==> config.mk <==
export PLATFORM = sky130hd
export DESIGN_NAME = qed_dup_scheduler
export DESIGN_NICKNAME = d
export VERILOG_FILES = /design/src/rtl/qed_dup_scheduler.sv
export SDC_FILE = /design/constraint.sdc
export NUM_CORES = 1
export LEC_CHECK = 0
export CORE_ASPECT_RATIO = 1.4
export CORE_MARGIN = 5
export CORE_UTILIZATION = 35
export CTS_CLUSTER_SIZE = 12
export DETAILED_ROUTE_END_ITERATION = 7
export GPL_TIMING_DRIVEN = 0
export PLACE_DENSITY = 0.54
export REMOVE_ABC_BUFFERS = 1
export SLEW_MARGIN = 20
export SYNTH_ARGS = -nofsm -noshare
export SYNTH_HDL_FRONTEND = slang
export SYNTH_SLANG_ARGS = --single-unit
==> constraint.sdc <==
create_clock -name clk -period 7.7 [get_ports clk]
set_clock_uncertainty 0.05 [all_clocks]
set_input_delay 1.54 -clock clk [delete_from_list [all_inputs] [get_ports clk]]
set_output_delay 1.54 -clock clk [all_outputs]
set_load 0.03 [all_outputs]
==> src/rtl/qed_dup_scheduler.sv <==
// qed_dup_scheduler
//   Sits between fetch and the core's instruction input for the QED (EDDI-V)
//   flow.
//   ORIG mode: eligible instructions pass through and are queued. Ineligible
//              instructions are replaced by a NOP.
//   DUP mode:  the queue is drained and register-remapped duplicates are
//              issued.
//
// Ports
//   clk        : clock; all state updates on the rising edge
//   rst        : synchronous active-low reset
//   exec_dup   : level request to switch to DUP mode
//   in_instr   : fetched instruction
//   in_valid   : in_instr is valid
//   in_ready   : in_instr is accepted this cycle
//   out_instr  : instruction to the core
//   out_valid  : out_instr is valid
//   out_ready  : the core accepts out_instr
//   out_is_dup : out_instr is a duplicate
//   num_orig   : count of eligible originals issued (wraps)
//   num_dup    : count of duplicates issued (wraps)
//   qed_ready  : one-cycle strobe; the drain is complete and the counts match
//
// Optional build macro
//   QED_MEM_OFFSET_EN : duplicate LW/SW immediates get MEM_OFFSET added
//                       (12-bit wrap). When the macro is undefined, the
//                       immediates are copied unchanged.
module qed_dup_scheduler #(
  parameter int unsigned DEPTH      = 8,
  parameter int unsigned REG_OFFSET = 16,
  parameter int unsigned CNT_W      = 16,
  parameter logic [11:0] MEM_OFFSET = 12'h400
) (
  input  logic             clk,
  input  logic             rst,
  input  logic             exec_dup,
  input  logic [31:0]      in_instr,
  input  logic             in_valid,
  output logic             in_ready,
  output logic [31:0]      out_instr,
  output logic             out_valid,
  input  logic             out_ready,
  output logic             out_is_dup,
  output logic [CNT_W-1:0] num_orig,
  output logic [CNT_W-1:0] num_dup,
  output logic             qed_ready
);

  localparam int unsigned PTR_W = $clog2(DEPTH);
  localparam logic [PTR_W:0] CNT_FULL = (PTR_W+1)'(DEPTH);
  localparam logic [PTR_W:0] CNT_ONE  = (PTR_W+1)'(1);
  localparam logic [4:0]  ROFF = 5'(REG_OFFSET);
  localparam logic [31:0] NOP  = 32'h0000_0013;

  localparam logic [6:0] OP_R     = 7'b0110011;
  localparam logic [6:0] OP_I     = 7'b0010011;
  localparam logic [6:0] OP_LW    = 7'b0000011;
  localparam logic [6:0] OP_SW    = 7'b0100011;
  localparam logic [6:0] OP_LUI   = 7'b0110111;
  localparam logic [6:0] OP_AUIPC = 7'b0010111;

`ifdef QED_MEM_OFFSET_EN
  localparam logic MEM_EN = 1'b1;
`else
  localparam logic MEM_EN = 1'b0;
`endif
  // A zero offset leaves the immediates unchanged, so both builds share one
  // transform path.
  localparam logic [11:0] DUP_MEM_OFF = MEM_OFFSET & {12{MEM_EN}};

  typedef enum logic {S_ORIG, S_DUP} state_t;

  function automatic logic f_reg_ok(input logic [4:0] r);
    return 32'(r) < REG_OFFSET;
  endfunction

  function automatic logic f_eligible(input logic [31:0] ins);
    logic rd_ok, rs1_ok, rs2_ok, ok;
    rd_ok  = f_reg_ok(ins[11:7]);
    rs1_ok = f_reg_ok(ins[19:15]);
    rs2_ok = f_reg_ok(ins[24:20]);
    case (ins[6:0])
      OP_R:             ok = rd_ok && rs1_ok && rs2_ok;
      OP_I, OP_LW:      ok = rd_ok && rs1_ok;
      OP_SW:            ok = rs1_ok && rs2_ok;
      OP_LUI, OP_AUIPC: ok = rd_ok;
      default:          ok = 1'b0;
    endcase
    return ok;
  endfunction

  function automatic logic [4:0] f_remap(input logic [4:0] r);
    return (r == 5'd0) ? 5'd0 : r + ROFF;
  endfunction

  function automatic logic [31:0] f_dup(input logic [31:0] ins);
    logic [31:0] d;
    logic [11:0] imm;
    d = ins;
    case (ins[6:0])
      OP_R: begin
        d[11:7]  = f_remap(ins[11:7]);
        d[19:15] = f_remap(ins[19:15]);
        d[24:20] = f_remap(ins[24:20]);
      end
      OP_I: begin
        d[11:7]  = f_remap(ins[11:7]);
        d[19:15] = f_remap(ins[19:15]);
      end
      OP_LW: begin
        d[11:7]  = f_remap(ins[11:7]);
        d[19:15] = f_remap(ins[19:15]);
        d[31:20] = ins[31:20] + DUP_MEM_OFF;
      end
      OP_SW: begin
        // bits [11:7] hold imm[4:0] here, not rd
        d[19:15] = f_remap(ins[19:15]);
        d[24:20] = f_remap(ins[24:20]);
        imm      = {ins[31:25], ins[11:7]} + DUP_MEM_OFF;
        d[31:25] = imm[11:5];
        d[11:7]  = imm[4:0];
      end
      OP_LUI, OP_AUIPC: d[11:7] = f_remap(ins[11:7]);
      default: d = ins;
    endcase
    return d;
  endfunction

  state_t           r_state, w_next;
  logic [31:0]      r_mem [DEPTH];
  logic [PTR_W-1:0] r_wr_ptr, r_rd_ptr;
  logic [PTR_W:0]   r_count;
  logic [31:0]      r_out_instr;
  logic             r_out_valid, r_out_is_dup, r_out_last, r_qed;
  logic [CNT_W-1:0] r_num_orig, r_num_dup;

  logic w_slot_free, w_in_elig, w_in_ready, w_accept, w_push, w_pop, w_final_pop;

  assign w_slot_free = !r_out_valid || out_ready;
  assign w_in_elig   = f_eligible(in_instr);

  always_ff @(posedge clk) begin
    if (!rst) r_state <= S_ORIG;
    else      r_state <= w_next;
  end

  always_comb begin
    w_next      = r_state;
    w_in_ready  = 1'b0;
    w_accept    = 1'b0;
    w_push      = 1'b0;
    w_pop       = 1'b0;
    w_final_pop = 1'b0;
    case (r_state)
      S_ORIG: begin
        w_in_ready = w_slot_free && (r_count != CNT_FULL);
        w_accept   = in_valid && w_in_ready;
        w_push     = w_accept && w_in_elig;
        // An accept wins over exec_dup; the switch is re-evaluated next cycle.
        if ((exec_dup && (r_count != '0) && !w_accept) || (r_count == CNT_FULL))
          w_next = S_DUP;
      end
      S_DUP: begin
        w_pop       = w_slot_free && (r_count != '0);
        w_final_pop = w_pop && (r_count == CNT_ONE);
        if (w_final_pop || (r_count == '0))
          w_next = S_ORIG;
      end
      default: w_next = S_ORIG;
    endcase
  end

  always_ff @(posedge clk) begin
    if (w_push) r_mem[r_wr_ptr] <= in_instr;
  end

  always_ff @(posedge clk) begin
    if (!rst) begin
      r_wr_ptr     <= '0;
      r_rd_ptr     <= '0;
      r_count      <= '0;
      r_out_instr  <= NOP;
      r_out_valid  <= 1'b0;
      r_out_is_dup <= 1'b0;
      r_out_last   <= 1'b0;
      r_num_orig   <= '0;
      r_num_dup    <= '0;
      r_qed        <= 1'b0;
    end else begin
      if (w_accept) begin
        r_out_valid  <= 1'b1;
        r_out_instr  <= w_in_elig ? in_instr : NOP;
        r_out_is_dup <= 1'b0;
        r_out_last   <= 1'b0;
      end else if (w_pop) begin
        r_out_valid  <= 1'b1;
        r_out_instr  <= f_dup(r_mem[r_rd_ptr]);
        r_out_is_dup <= 1'b1;
        r_out_last   <= w_final_pop;
      end else if (w_slot_free) begin
        r_out_valid  <= 1'b0;
      end

      if (w_push) begin
        r_wr_ptr   <= r_wr_ptr + PTR_W'(1);
        r_num_orig <= r_num_orig + CNT_W'(1);
      end
      if (w_pop) begin
        r_rd_ptr  <= r_rd_ptr + PTR_W'(1);
        r_num_dup <= r_num_dup + CNT_W'(1);
      end
      case ({w_push, w_pop})
        2'b10:   r_count <= r_count + CNT_ONE;
        2'b01:   r_count <= r_count - CNT_ONE;
        default: r_count <= r_count;
      endcase

      // Pulse the cycle after the core takes the final duplicate of a drain.
      r_qed <= r_out_valid && out_ready && r_out_last &&
               (r_num_orig == r_num_dup) && (r_num_orig != '0);
    end
  end

  assign in_ready   = w_in_ready;
  assign out_instr  = r_out_instr;
  assign out_valid  = r_out_valid;
  assign out_is_dup = r_out_is_dup;
  assign num_orig   = r_num_orig;
  assign num_dup    = r_num_dup;
  assign qed_ready  = r_qed;

endmodule
==> summary.txt <==
PLACED DESIGN
-------------------------------------------------------------------------------------------------
Number of port buffers .............................................................          104
Estimated wirelength of the detail-placed design ...................................    22,400 um
Setup slack at placement ...........................................................      2.09 ns
Routability cong. ..................................................................        0.774

LOGIC SYNTHESIS
-------------------------------------------------------------------------------------------------
Number of distinct library cell variants in the gate-level netlist after synthesis .           63
Warnings from Yosys ................................................................            0
Gate count after technology mapping ................................................          857
Top cell type's share of synthesized area ..........................................        55.9%
Most common cell in the netlist .................................................... sky130_fd_sc_hd__edfxtp_1
Share of synthesized registers carrying an async set or reset ......................           0%
Number of enable-type register cells in the synthesized netlist ....................          256
Synth area leaders ................................................................. sky130_fd_sc_hd__edfxtp_1 56%, sky130_fd_sc_hd__dfxtp_1 12%, sky130_fd_sc_hd__mux4_2 8.0%
Top cell types by occurrence after synthesis ....................................... 256 x sky130_fd_sc_hd__edfxtp_1, 82 x sky130_fd_sc_hd__dfxtp_1, 61 x sky130_fd_sc_hd__nor2_1
Synthesized area ...................................................................  13,700 um^2
Most used flip-flop cell after synthesis ........................................... sky130_fd_sc_hd__edfxtp_1
Number of register bits inferred by synthesis ......................................          338
Register area share after synthesis ................................................        67.9%
Post-synthesis area per instance ...................................................    16.0 um^2
Largest area contributor in the synthesized netlist ................................ sky130_fd_sc_hd__edfxtp_1

CELLS AND AREA
-------------------------------------------------------------------------------------------------
Share of the core filled with cells ................................................        43.0%
Fraction of final layout cells with drive strength greater than 1 ..................        17.6%
Number of antenna repair diodes ....................................................            0
Number of inserted filler cells in the final layout ................................        3,531
Footprint of the flip-flops and latches ............................................    9340 um^2
Area Overhead vs Synth .............................................................        22.5%
Total Nets Final ...................................................................        1,053
Multi-input gate area in the final layout ..........................................    4170 um^2

SETUP PATH
-------------------------------------------------------------------------------------------------
Setup slack, reg-to-reg ............................................................      3.53 ns
Data arrival time of the worst path ................................................      5.27 ns
Maximum fanout count along the critical path .......................................           19
Worst Setup Start Kind .............................................................   input port
Category of the critical setup timing path ......................................... input port to register
Biggest cell delay along the critical path .........................................      0.82 ns
Cells traversed along the worst timing path ........................................ clkdlybuf4s50_1 -> nand2b_1 -> nand4_4 -> a211oi_4 -> buf_8 -> nand2_1 -> nor3b_2 -> buf_4 -> buf_6 -> buf_6 -> buf_4
Crit-path slowest cell ............................................................. sky130_fd_sc_hd__a211oi_4
CP endpoint kind ...................................................................     register
WP data required ...................................................................      7.88 ns

FLOORPLANNING
-------------------------------------------------------------------------------------------------
Die outline area ...................................................................  43,400 um^2
Core Footprint .....................................................................  39,200 um^2
Row count ..........................................................................           86
IO Pins ............................................................................          105
Starting utilization of the core area ..............................................        35.1%
Die boundary height ................................................................       245 um
Overall die width ..................................................................       178 um

STA
-------------------------------------------------------------------------------------------------
Final-report setup violation count .................................................            0
Period Utilization, post-route .....................................................        66.1%
Post-route minimum period ..........................................................      5.09 ns
Final hold violation count .........................................................            0
Final WS setup .....................................................................      2.61 ns
Worst rel slew slack ...............................................................        30.4%
Least-Margin Pin Slew ..............................................................      1.04 ns
Unrepaired setup endpoints after global routing ....................................        false
Final number of max-transition violations ..........................................            0
Maximum clock frequency ............................................................    0.197 GHz

CLOCK NETWORK
-------------------------------------------------------------------------------------------------
Source-to-sink clock delay at the later pin of the worst-skew pair .................      0.51 ns
Clock Sink Count ...................................................................          338
Clock tree buffer depth ............................................................            3
CTS Root Cell ...................................................................... sky130_fd_sc_hd__clkbuf_16
Clock slew seen by the registers of the worst setup and hold paths .................      0.06 ns
Total number of H-tree levels ......................................................            2
Gates resized, CTS repair ..........................................................            0
TritonCTS clock tree ...............................................................        built
Number of buffers added for setup after CTS ........................................            0
Post-CTS Hold Fix Bufs .............................................................            0
Clock buffers created by TritonCTS .................................................           35

POWER
-------------------------------------------------------------------------------------------------
Leak pwr ...........................................................................      5.32 nW
Maximum ir drop on the vdd rail ....................................................   0.000113 V
Power density over the cells .......................................................  218 nW/um^2

DRT
-------------------------------------------------------------------------------------------------
Initial DRC count ..................................................................          470
Drt via density ....................................................................         5.18
Number of detailed-routing iterations run before antenna repair ....................            5
Post-DR wirelength/cell ............................................................      21.3 um
Total via count after detailed routing .............................................        8,083
Total wire length ..................................................................    33,200 um
Number of remaining DRC errors .....................................................            0
Number of routed nets with antenna violations ......................................            0

STATUS
-------------------------------------------------------------------------------------------------
Outcome ............................................................................ finished clean

MIN PATH
-------------------------------------------------------------------------------------------------
HP Class ........................................................................... register to register

JOB
-------------------------------------------------------------------------------------------------
Max-cap check violation count ......................................................            0

GLOBAL ROUTING
-------------------------------------------------------------------------------------------------
Via count of the first global-routing pass .........................................        8,343
Wire length of the first global-routing pass .......................................    51,300 um
Grt total ovfl .....................................................................            0
Number of antenna violations at the first check in global routing ..................            1
GRT Util Overall ...................................................................        15.4%
Pin count of the biggest net entering global routing ...............................           38

==> cell usage in the layout, fill, tap and decap left out, types with 26 or more instances in the layout <==
master	Yosys	final
sky130_fd_sc_hd__a21oi_1	41	41
sky130_fd_sc_hd__buf_4	4	26
sky130_fd_sc_hd__clkbuf_16	0	37
sky130_fd_sc_hd__clkdlybuf4s50_1	0	103
sky130_fd_sc_hd__dfxtp_1	82	79
sky130_fd_sc_hd__edfxtp_1	256	256
sky130_fd_sc_hd__mux2i_1	30	30
sky130_fd_sc_hd__mux4_2	49	49
sky130_fd_sc_hd__nand2_1	36	36
sky130_fd_sc_hd__nor2_1	61	59
sky130_fd_sc_hd__xnor2_1	30	30
==> logic make-up after synthesis <==
kind of cell    count (synthesis)  synth area share (%)
simple gates                  207                  7.87
compound gates                 99                  4.98
mux                           107                  14.1
flops                         338                  67.9
xor+xnor                       35                  2.23
fa+ha+maj                       8                 0.728
buf+inv                        63                  2.19
==> area by class of cell <==
cell class / instances / area share, %
clock buffer: 58 / 6.02
inverter: 16 / 0.357
tap: 528 / 3.92
clock inverter: 4 / 0.111
timing repair buffer: 161 / 9.38
multi-input combinational: 456 / 24.8
sequential: 338 / 55.4
==> report_power, final <==
| part | internal, W | leakage [nW] | switching, W | total [W] |
|---|---|---|---|---|
| registers | 0.00197 | 2.97 | 0.00000496 | 0.00197 |
| clock network | 0.000897 | 0.492 | 0.000671 | 0.00157 |
| logic | 0.0000474 | 1.87 | 0.0000832 | 0.000131 |
| total | 0.00291 | 5.32 | 0.000759 | 0.00367 |
==> sequential cells by signal (all words and copies together) (netlist names), 3 cells and up, named ones only <==
register / count
r_wr_ptr: 3
num_orig: 16
r_count: 4
out_instr: 32
r_rd_ptr: 3
r_mem: 256
num_dup: 16
==> final timing paths <==
| check | from | endpoint | cells past startpoint |
|---|---|---|---|
| max | out_ready | r_mem[6][6] | 11 |
| min | r_out_last | r_out_last | 2 |
| max reg2reg | r_count[0] | r_mem[6][6] | 12 |
| min reg2reg | r_out_last | r_out_last | 2 |
==> per-layer routing <==
| layer | GRT usage [%] | wire (um) |
|---|---|---|
| met5 | 0 | 13 |
| met4 | 5.01 | 851 |
| met3 | 2.71 | 1630 |
| met2 | 25.7 | 16500 |
| met1 | 20.5 | 14300 |
==> critical path, delay by kind of cell <==
kind | cells | cell delay, ns
and+or+nand+nor | 4 | 1.37
buffers and inverters | 6 | 1.50
AOI/OAI and AO/OA | 1 | 0.82
==> through the flow <==
step	setup TNS [ns]	std cells	power (W)	instance area, um^2	hold slack (ns)
after floorplan	0	810	0.00206	13500	0.382
after global placement	-713.01	1442	0.00214	15200	0.403
after global routing	0	1561	0.00379	16800	0.442
final	0	1561	0.00367	16800	0.416
after detailed placement	0	1499	0.00214	15800	0.412
after CTS	0	1561	0.00372	16800	0.423
Power figures use the tool's default switching activity.
